`config.mk`:
```
export PLATFORM = sky130hd
export DESIGN_NAME = sqr_iter
export DESIGN_NICKNAME = d
export VERILOG_FILES = /design/src/rtl/sqr_iter.sv
export SDC_FILE = /design/constraint.sdc
export NUM_CORES = 1
export LEC_CHECK = 0
export CAP_MARGIN = 10
export CORE_MARGIN = 3
export CORE_UTILIZATION = 45
export CTS_CLUSTER_SIZE = 24
export DETAILED_ROUTE_END_ITERATION = 10
export PLACE_DENSITY = 0.75
export REMOVE_ABC_BUFFERS = 1
export SYNTH_ARGS = -nofsm -noshare
export SYNTH_HDL_FRONTEND = slang
export SYNTH_SLANG_ARGS = --single-unit
```
`constraint.sdc`:
```
create_clock -name clk -period 3.1 [get_ports clk]
set_input_delay 0.31 -clock clk [delete_from_list [all_inputs] [get_ports clk]]
set_output_delay 0.31 -clock clk [all_outputs]
set_load 0.05 [all_outputs]
```
`src/rtl/sqr_iter.sv`:
```
// sqr_iter: iterative 8x8 unsigned squarer, one shift-add step per clock (8 CALC cycles).
// Optional macro SQR_ABORT_EN: x_ready during CALC restarts the operation with the new operand.
//
// state  | meaning
// IDLE   | waiting for x_ready; y_out/y_ready hold the last result
// CALC   | one partial product accumulated per edge, LSB first
module sqr_iter (
    input  logic        clk,
    input  logic        rst_n,
    input  logic [7:0]  x_in,
    input  logic        x_ready,
    output logic [15:0] y_out,
    output logic        y_ready,
    output logic        busy
);

    localparam logic S_IDLE = 1'b0;
    localparam logic S_CALC = 1'b1;

    logic        state_q,   state_d;
    logic [7:0]  operand_q, operand_d;
    logic [15:0] acc_q,     acc_d;
    logic [2:0]  cnt_q,     cnt_d;
    logic [15:0] y_out_q,   y_out_d;
    logic        y_ready_q, y_ready_d;
    logic        busy_q,    busy_d;

    logic        start;
    logic [15:0] partial;
    logic [15:0] sum;

    always_comb begin
`ifdef SQR_ABORT_EN
        start = x_ready;
`else
        start = x_ready && (state_q == S_IDLE);
`endif
        partial = operand_q[cnt_q] ? ({8'd0, operand_q} << cnt_q) : 16'd0;
        // 255*255 fits in 16 bits, so the sum never needs a carry-out
        sum     = acc_q + partial;

        state_d   = state_q;
        operand_d = operand_q;
        acc_d     = acc_q;
        cnt_d     = cnt_q;
        y_out_d   = y_out_q;
        y_ready_d = y_ready_q;
        busy_d    = busy_q;

        if (start) begin
            operand_d = x_in;
            acc_d     = 16'd0;
            cnt_d     = 3'd0;
            y_ready_d = 1'b0;
            busy_d    = 1'b1;
            state_d   = S_CALC;
        end else if (state_q == S_CALC) begin
            acc_d = sum;
            cnt_d = cnt_q + 3'd1;
            if (cnt_q == 3'd7) begin
                y_out_d   = sum;
                y_ready_d = 1'b1;
                busy_d    = 1'b0;
                state_d   = S_IDLE;
            end
        end
    end

    always_ff @(posedge clk) begin
        if (!rst_n) begin
            state_q   <= S_IDLE;
            operand_q <= 8'd0;
            acc_q     <= 16'd0;
            cnt_q     <= 3'd0;
            y_out_q   <= 16'd0;
            y_ready_q <= 1'b0;
            busy_q    <= 1'b0;
        end else begin
            state_q   <= state_d;
            operand_q <= operand_d;
            acc_q     <= acc_d;
            cnt_q     <= cnt_d;
            y_out_q   <= y_out_d;
            y_ready_q <= y_ready_d;
            busy_q    <= busy_d;
        end
    end

    assign y_out   = y_out_q;
    assign y_ready = y_ready_q;
    assign busy    = busy_q;

endmodule

```
; ---- Yosys cells after proc, flatten, opt, wreduce, memory -nomap -nowiden
; Cells that the tools add are included.
[word_totals]
ff_bits = 46
latch_bits = 0
ramBits = 0
romBits = 0
input_bits = 11
out_inout_bits = 18
elab_cells = 31
mem_count = 0
[op_classes]
addsub = 2
n_mul = 0
div = 0
magnitude_cmp = 1
n_eq_ne = 1
shift = 1
muxes = 9
bitwise_logic = 3
n_reduce_logical = 7
[ops]
columns = op, count
row1 = $add 16x16->16, 1
row2 = $mux 16, 1
row3 = $shl 8x3->16, 1
row4 = $mux 1, 7
row5 = $lt 3x4->1 const B, 1
row6 = $reduce_and 2->1, 2
row7 = $reduce_bool 2->1, 2
row8 = $add 3x1->3 const B, 1
row9 = $bmux 1 s3, 1
row10 = $eq 3x3->1 const B, 1
row11 = $not 1->1, 3
row12 = $reduce_and 3->1, 1
row13 = $reduce_or 2->1, 1
row14 = $logic_and 1x1->1, 1

; ---- Longest topological paths before layout
; Gate-level depths: netlist (run 1).
[depth]
ltp_word = 4
depth_mapped = 16

; ---- Worst setup path after synthesis (run 1)
; Ideal clock, no wire load.
[synth_timing]
path_kind = reg-to-reg
from = reg cnt_q[0]
to = reg y_out_q[15], in the netlist y_out[15]
arrival_time_ps = 2798
required_time_ps = 2980
slack_ps = 183
stages_incl_launch_ff = 14
cell_sequence = dfxtp_1 mux4_2 nand2b_1 and2_1 clkbuf_1 nor2_1 ha_1 and4_1 a21oi_1 a211oi_2 nor2_2 nor3_4 nor4b_2 a211o_1
[synth_via]
elab_chain_len = 4
elab_cells_between_ends = 7
classes_between = add/sub: 1 / eq/ne: 1 / shift: 1 / mux: 3 / reduce/logical: 1
[synth_lines]
columns = element, line_no
row1 = "start, declared", 23  ; logic [2:0] cnt_q, cnt_d;
row2 = "start signal, assigned", 82  ; cnt_q <= cnt_d;
row3 = $bmux 1 s3, 38  ; partial = operand_q[cnt_q] ? ({8'd0, operand_q} << cnt_q) : 16'd0;
row4 = $mux 1 (implied by the code), 38
row5 = $mux 16, 38
row6 = $add 16x16->16, 40  ; sum = acc_q + partial;
row7 = "end signal, assigned", 83  ; y_out_q <= y_out_d;
row8 = "end, declared", 24  ; logic [15:0] y_out_q, y_out_d;
; Several ways; a longest one is shown, not always the timed one. The select of a mux whose other input is x is not followed.
; A chain may end at the register's enable or synchronous reset.

; ---- Worst setup path after layout (run 1)
[layout_timing]
from = reg cnt_q[1]
to = reg y_out_q[15], in the netlist y_out[15]
; The elaborated chain is that of the path after synthesis.

==> results.toml, run 1 <==
[status]
status = "finished, final reports clean"

[grt]
grt_start_max_net_pins = 26
grt_pass1_wl_mm = 11.8
track_usage = 0.199
overflow = 0
antenna_found_initial = 0
grt_pass1_vias = 2552

[clocking]
hold_buffers = 0
post_cts.repair.setup_buffers = 0
cts.reportedPaths.clkPinSlew_ns = 0.09
cts.sinks = 46
clock_latency_ns = 0.30
cts_buffer_depth = 2
cts_buffers = 5
cts_tree = "built"
cts_resized = 0
cts_max_level = 2
cts_root_buf = "clkbuf_8"

[timing]
fmax_mhz = 341
rsz0062_at_grt = "true"
worst-slew-pin-transition_ns = 0.584
finalSetupViolCount = 0
max_slew_margin = 0.610
finalSetupTns_ns = 0
final_hold_viol_count = 0
drv_slew = 0
period_minus_slack_ns = 2.93
post-route-period-util = 0.946
timing.final.ws_setup_ns = 0.169
finClkSkew_ns = 0.00547

[placed_design]
dp_slack_ns = 0.0651
io_buffers = 28
placedCellCount = 469
gp_routability_congestion = 0.935
dp_hpwl_mm = 5.13

[die]
core_um2 = 6030
dieArea_um2 = 7350
die_width_um = 85.7
die_height_um = 85.7
initial_core_util = 0.474
io_pins = 29
rows = 28

[layout]
drive_gt1_frac = 0.169
final_core_util = 0.588
final_nets = 430
layout_commonest_cell = "nor2_1"
layout_common_cells = "nor2_1 (47), nand2_1 (45), dfxtp_1 (45), buf_4 (37), a21oi_1 (32)"
syn_to_final_growth_pct = 23.9
fin_cells = 477
diodes = 0

[power]
p_per_area_nw_per_um2 = 340
p_leak_nw = 1.45
vdd.ir_drop.worst_v = 0.000249
total_power_mw = 1.20

[setup_path]
cp-end-kind = "register"
r2r_setup_slack_ns = 0.17
startpoint_type = "register"
cp-startpoint = "cnt_q[1]"
rr_worst_depth = 14
cp.arrival_ns = 3.13
cp_max_fo = 18
worstReg2RegStart = "cnt_q[1]"
r2r_end = "y_out[15]"
cp.required_ns = 3.30
worstSetupPathType = "register to register"
cp-endpoint = "y_out[15]"

[route]
num_vias = 2616
drc = 0
firstDrtPassIters = 4
drt-initial-drc-count = 195
vias_per_cell = 5.48
wl_per_cell_um = 14.3
antenna_left = 0
finalWirelength_mm = 6.80

[synth]
synthDistinctLibCells = 49
ys_seq_elements = 46
avgSynthCellArea_um2 = 8.10
synth_area_um2 = 2860
synth-edff-count = 0
ys_warn_count = 0
async_reset_ff_frac = 0
syn_inst = 353
ys.flop_type = "dfxtp_1"
yosysSeqAreaShare = 0.322

[flow_run]
drv_cap = 0

[min_path]
min_path_type = "register to register"
-- how the worst min path moves through the flow --
| stage | slack, ns | start | end | cells after the start |
|---|---|---|---|---|
| global placement | 0.44 | y_out[10] | y_out[10] | 2 |
| floorplan | 0.45 | x_in[2] | operand_q[2] | 2 |
| detailed placement | 0.45 | y_out[13] | y_out[13] | 2 |
| CTS | 0.47 | y_out[3] | y_out[3] | 2 |
| global route | 0.49 | y_out[10] | y_out[10] | 2 |
| finish | 0.46 | y_out[10] | y_out[10] | 2 |
-- logic make-up (layout without fill, tap and decap cells) --
| group | count (synthesis) | count (layout) | share of synthesized area |
|---|---|---|---|
| adders and majority gates | 18 | 18 | 0.0814 |
| xor gates and xnor gates | 13 | 13 | 0.0398 |
| buffers and inverters | 31 | 80 | 0.0530 |
| AOI/OAI and AO/OA | 86 | 86 | 0.186 |
| and+or+nand+nor | 133 | 133 | 0.216 |
| DFF | 46 | 46 | 0.322 |
| muxes | 26 | 26 | 0.102 |
-- final cells by class --
cell class	count	area, um^2
fillers	564	2480
multi-input cells	276	1820
flip-flops and latches	46	922
repair buffers	66	578
well taps	75	93.8
clock buffers	5	68.8
clock inverters	3	40.0
inverters	6	22.5
-- registers in the layout, summed over array words and instances (netlist names) --
signal,count
cnt_q,3
acc_q,16
busy,1
y_ready,1
operand_q,8
state_q,1
y_out,16
-- Yosys cell counts, types with 3 or more instances --
cell | count | area share
a211oi_1 | 10 | 0.026
a21o_1 | 6 | 0.016
a21oi_1 | 34 | 0.060
a31oi_1 | 4 | 0.0088
and4_1 | 3 | 0.0092
buf_2 | 5 | 0.0088
buf_4 | 4 | 0.011
clkbuf_1 | 13 | 0.017
dfxtp_1 | 46 | 0.32
ha_1 | 17 | 0.074
inv_1 | 6 | 0.0079
mux2_2 | 5 | 0.020
mux2i_1 | 19 | 0.067
nand2_1 | 45 | 0.059
nand2b_1 | 5 | 0.011
nand3_1 | 8 | 0.014
nand4_1 | 6 | 0.013
nor2_1 | 48 | 0.063
nor2b_1 | 6 | 0.013
o21ai_0 | 14 | 0.025
o21bai_1 | 3 | 0.0079
xnor2_1 | 9 | 0.028
xor2_1 | 4 | 0.012
-- report_power, final --
group	internal (mW)	total [mW]	switching [mW]
Clock	0.237	0.440	0.203
Sequential	0.602	0.613	0.0113
Combinational	0.0716	0.151	0.0793
-- through the flow --
| stage | instance area, um^2 | hold slack (ns) |
|---|---|---|
| 5_1_grt | 3540 | 0.491 |
| 3_3_place_gp | 3400 | 0.443 |
| 3_5_place_dp | 3400 | 0.452 |
| 4_1_cts | 3510 | 0.465 |
| 2_1_floorplan | 2730 | 0.446 |
| 6_report | 3540 | 0.464 |
-- critical path, stage by stage (launching register included) --
cell and delay [ns]:
dfxtp_1 0.38, buf_12 0.16, mux2_2 0.36, mux2i_1 0.21, nor2_1 0.06, a21oi_1 0.11, nor2_1 0.05, ha_1 0.35
and4_1 0.21, a21oi_1 0.08, a211oi_2 0.25, nor2_2 0.09, nor3_4 0.22, nor4b_2 0.07, a211o_1 0.23
-- routing by layer --
layer / vias up / global-route usage / part of all wire
met5: - / 0 / 0
met4: 0 / 0.0691 / 0.0075
met3: 4 / 0.0355 / 0.050
met2: 65 / 0.333 / 0.48
met1: 1212 / 0.259 / 0.47
li1: 1335 / - / -
(Power assumes the default switching activity.)
==> run 2, diff against run 1 <==
ABC_CLOCK_PERIOD_IN_PS = 3100   (was unset)
CORE_MARGIN = unset   (was 3)
==> run 2 against run 1 <==
Net effect: worst hold slack worse by 0.0064 ns; die area down 9.1%; register-to-register slack worse by 0.04 ns; non-clock buffer count up 7; total power down 6.3%; flip-flop and latch count unchanged; utilization up 1.6 points; clock skew down 0.0011 ns; setup slack worse by 0.040 ns; fmax down 1.3%; first-iteration DRC count down 2.6%; critical path type unchanged; largest cell class unchanged; highest routed layer unchanged.
==> results.toml, run 2 (synthesis gave the netlist of run 1 again) <==
[clocking]
cts.sinks = 46
cts_tree = "built"
cts_root_buf = "clkbuf_8"
cts_buffer_depth = 2
hold_buffers = 0
clock_latency_ns = 0.30
cts_max_level = 2
cts_buffers = 5
cts.reportedPaths.clkPinSlew_ns = 0.08

[min_path]
min_path_type = "register to register"

[layout]
drive_gt1_frac = 0.204
layout_commonest_cell = "nor2_1"
final_nets = 437
syn_to_final_growth_pct = 27.2
layout_common_cells = "nor2_1 (46), nand2_1 (44), dfxtp_1 (44), buf_4 (43), a21oi_1 (32)"
diodes = 0
final_core_util = 0.604

[timing]
period_minus_slack_ns = 2.97
max_slew_margin = 0.589
timing.final.ws_setup_ns = 0.128
finClkSkew_ns = 0.00441
fmax_mhz = 337
hold_slack_ns = 0.457
finalSetupTns_ns = 0
worst-slew-pin-transition_ns = 0.616
drv_slew = 0
final_hold_viol_count = 0
finalSetupViolCount = 0
post-route-period-util = 0.959

[setup_path]
cp.required_ns = 3.28
startpoint_type = "register"
cp.arrival_ns = 3.15
cp_max_fo = 6
worstSetupPathType = "register to register"
cp-end-kind = "register"

[route]
drc = 0
vias_per_cell = 5.41
firstDrtPassIters = 4
antenna_left = 0
drt-initial-drc-count = 190
num_vias = 2610
wl_per_cell_um = 14.7
finalWirelength_mm = 7.09

[grt]
grt_pass1_wl_mm = 11.5
overflow = 0
grt_pass1_vias = 2495
antenna_found_initial = 0
grt_start_max_net_pins = 26
track_usage = 0.226

[die]
dieArea_um2 = 6680
initial_core_util = 0.474
die_width_um = 81.7
rows = 28
core_um2 = 6030
die_height_um = 81.7
io_pins = 29

[power]
p_leak_nw = 1.46
p_per_area_nw_per_um2 = 310
total_power_mw = 1.13
vdd.ir_drop.worst_v = 0.000195

[placed_design]
io_buffers = 28
dp_hpwl_mm = 5.16
dp_slack_ns = 0.0256
gp_routability_congestion = 0.963

[flow_run]
drv_cap = 0

[status]
status = "finished, final reports clean"
==> run 2: cell types whose count changed in the layout (fill, tap and decap cells not counted), sizes merged <==
cell	before	now
buf	38	45
bufinv	1	0
clkbuf	5	6
clkinv	2	0
==> run 2: timing repair <==
action | 4_1_cts | 5_1_grt
setup buffers | 0 | 1
gates resized for setup | 1 | 27
setup endpoints to repair | 2 | 22
pin swaps | 0 | 8
==> run 2: power by group <==
group / switching, mW / leakage (nW) / internal [mW]
combinational: 0.0835 / 1.05 / 0.0762
clock: 0.186 / 0.0431 / 0.172
sequential: 0.00968 / 0.374 / 0.601
total: 0.280 / 1.46 / 0.849
==> run 2: per-stage QoR <==
step / instance area (um^2) / std cells
2_1_floorplan: 2730 / 328
3_3_place_gp: 3430 / 475
3_5_place_dp: 3430 / 475
4_1_cts: 3520 / 481
5_1_grt: 3640 / 482
6_report: 3640 / 482
==> run 2: layer usage <==
layer  up-vias  track usage  wire [um]
met5         -            0          0
met4         0       0.0614        109
met3        13       0.0389        186
met2        47        0.388       3490
met1      1207        0.291       3300
li1       1343            -          -
==> run 2: cell type report <==
type                    count  area (um^2)
fillers                   549         2390
multi-input cells         276         1880
flip-flops and latches     46          928
repair buffers             73          626
well taps                  75         93.8
clock buffers               6         82.6
inverters                   6         22.5
==> run 2: final timing paths <==
path	from	endpoint	slack, ns	depth (start not counted)
hold reg to reg	y_out[13]	y_out[13]	0.46	2
setup / recovery	cnt_q[0]	acc_q[9]	0.13	13
setup reg to reg	cnt_q[0]	acc_q[9]	0.13	13
hold / removal	y_out[13]	y_out[13]	0.46	2
==> run 2: worst max-delay path, cell delays in order (launching register included) <==
cell,delay [ns]
dfxtp_4,0.38
mux4_2,0.51
nand2b_1,0.13
and2_4,0.16
buf_4,0.13
nor2_1,0.05
ha_1,0.35
a21o_2,0.26
nor2_4,0.11
nand2_2,0.09
a31oi_4,0.22
o21bai_1,0.10
xnor2_1,0.24
o21ai_0,0.12
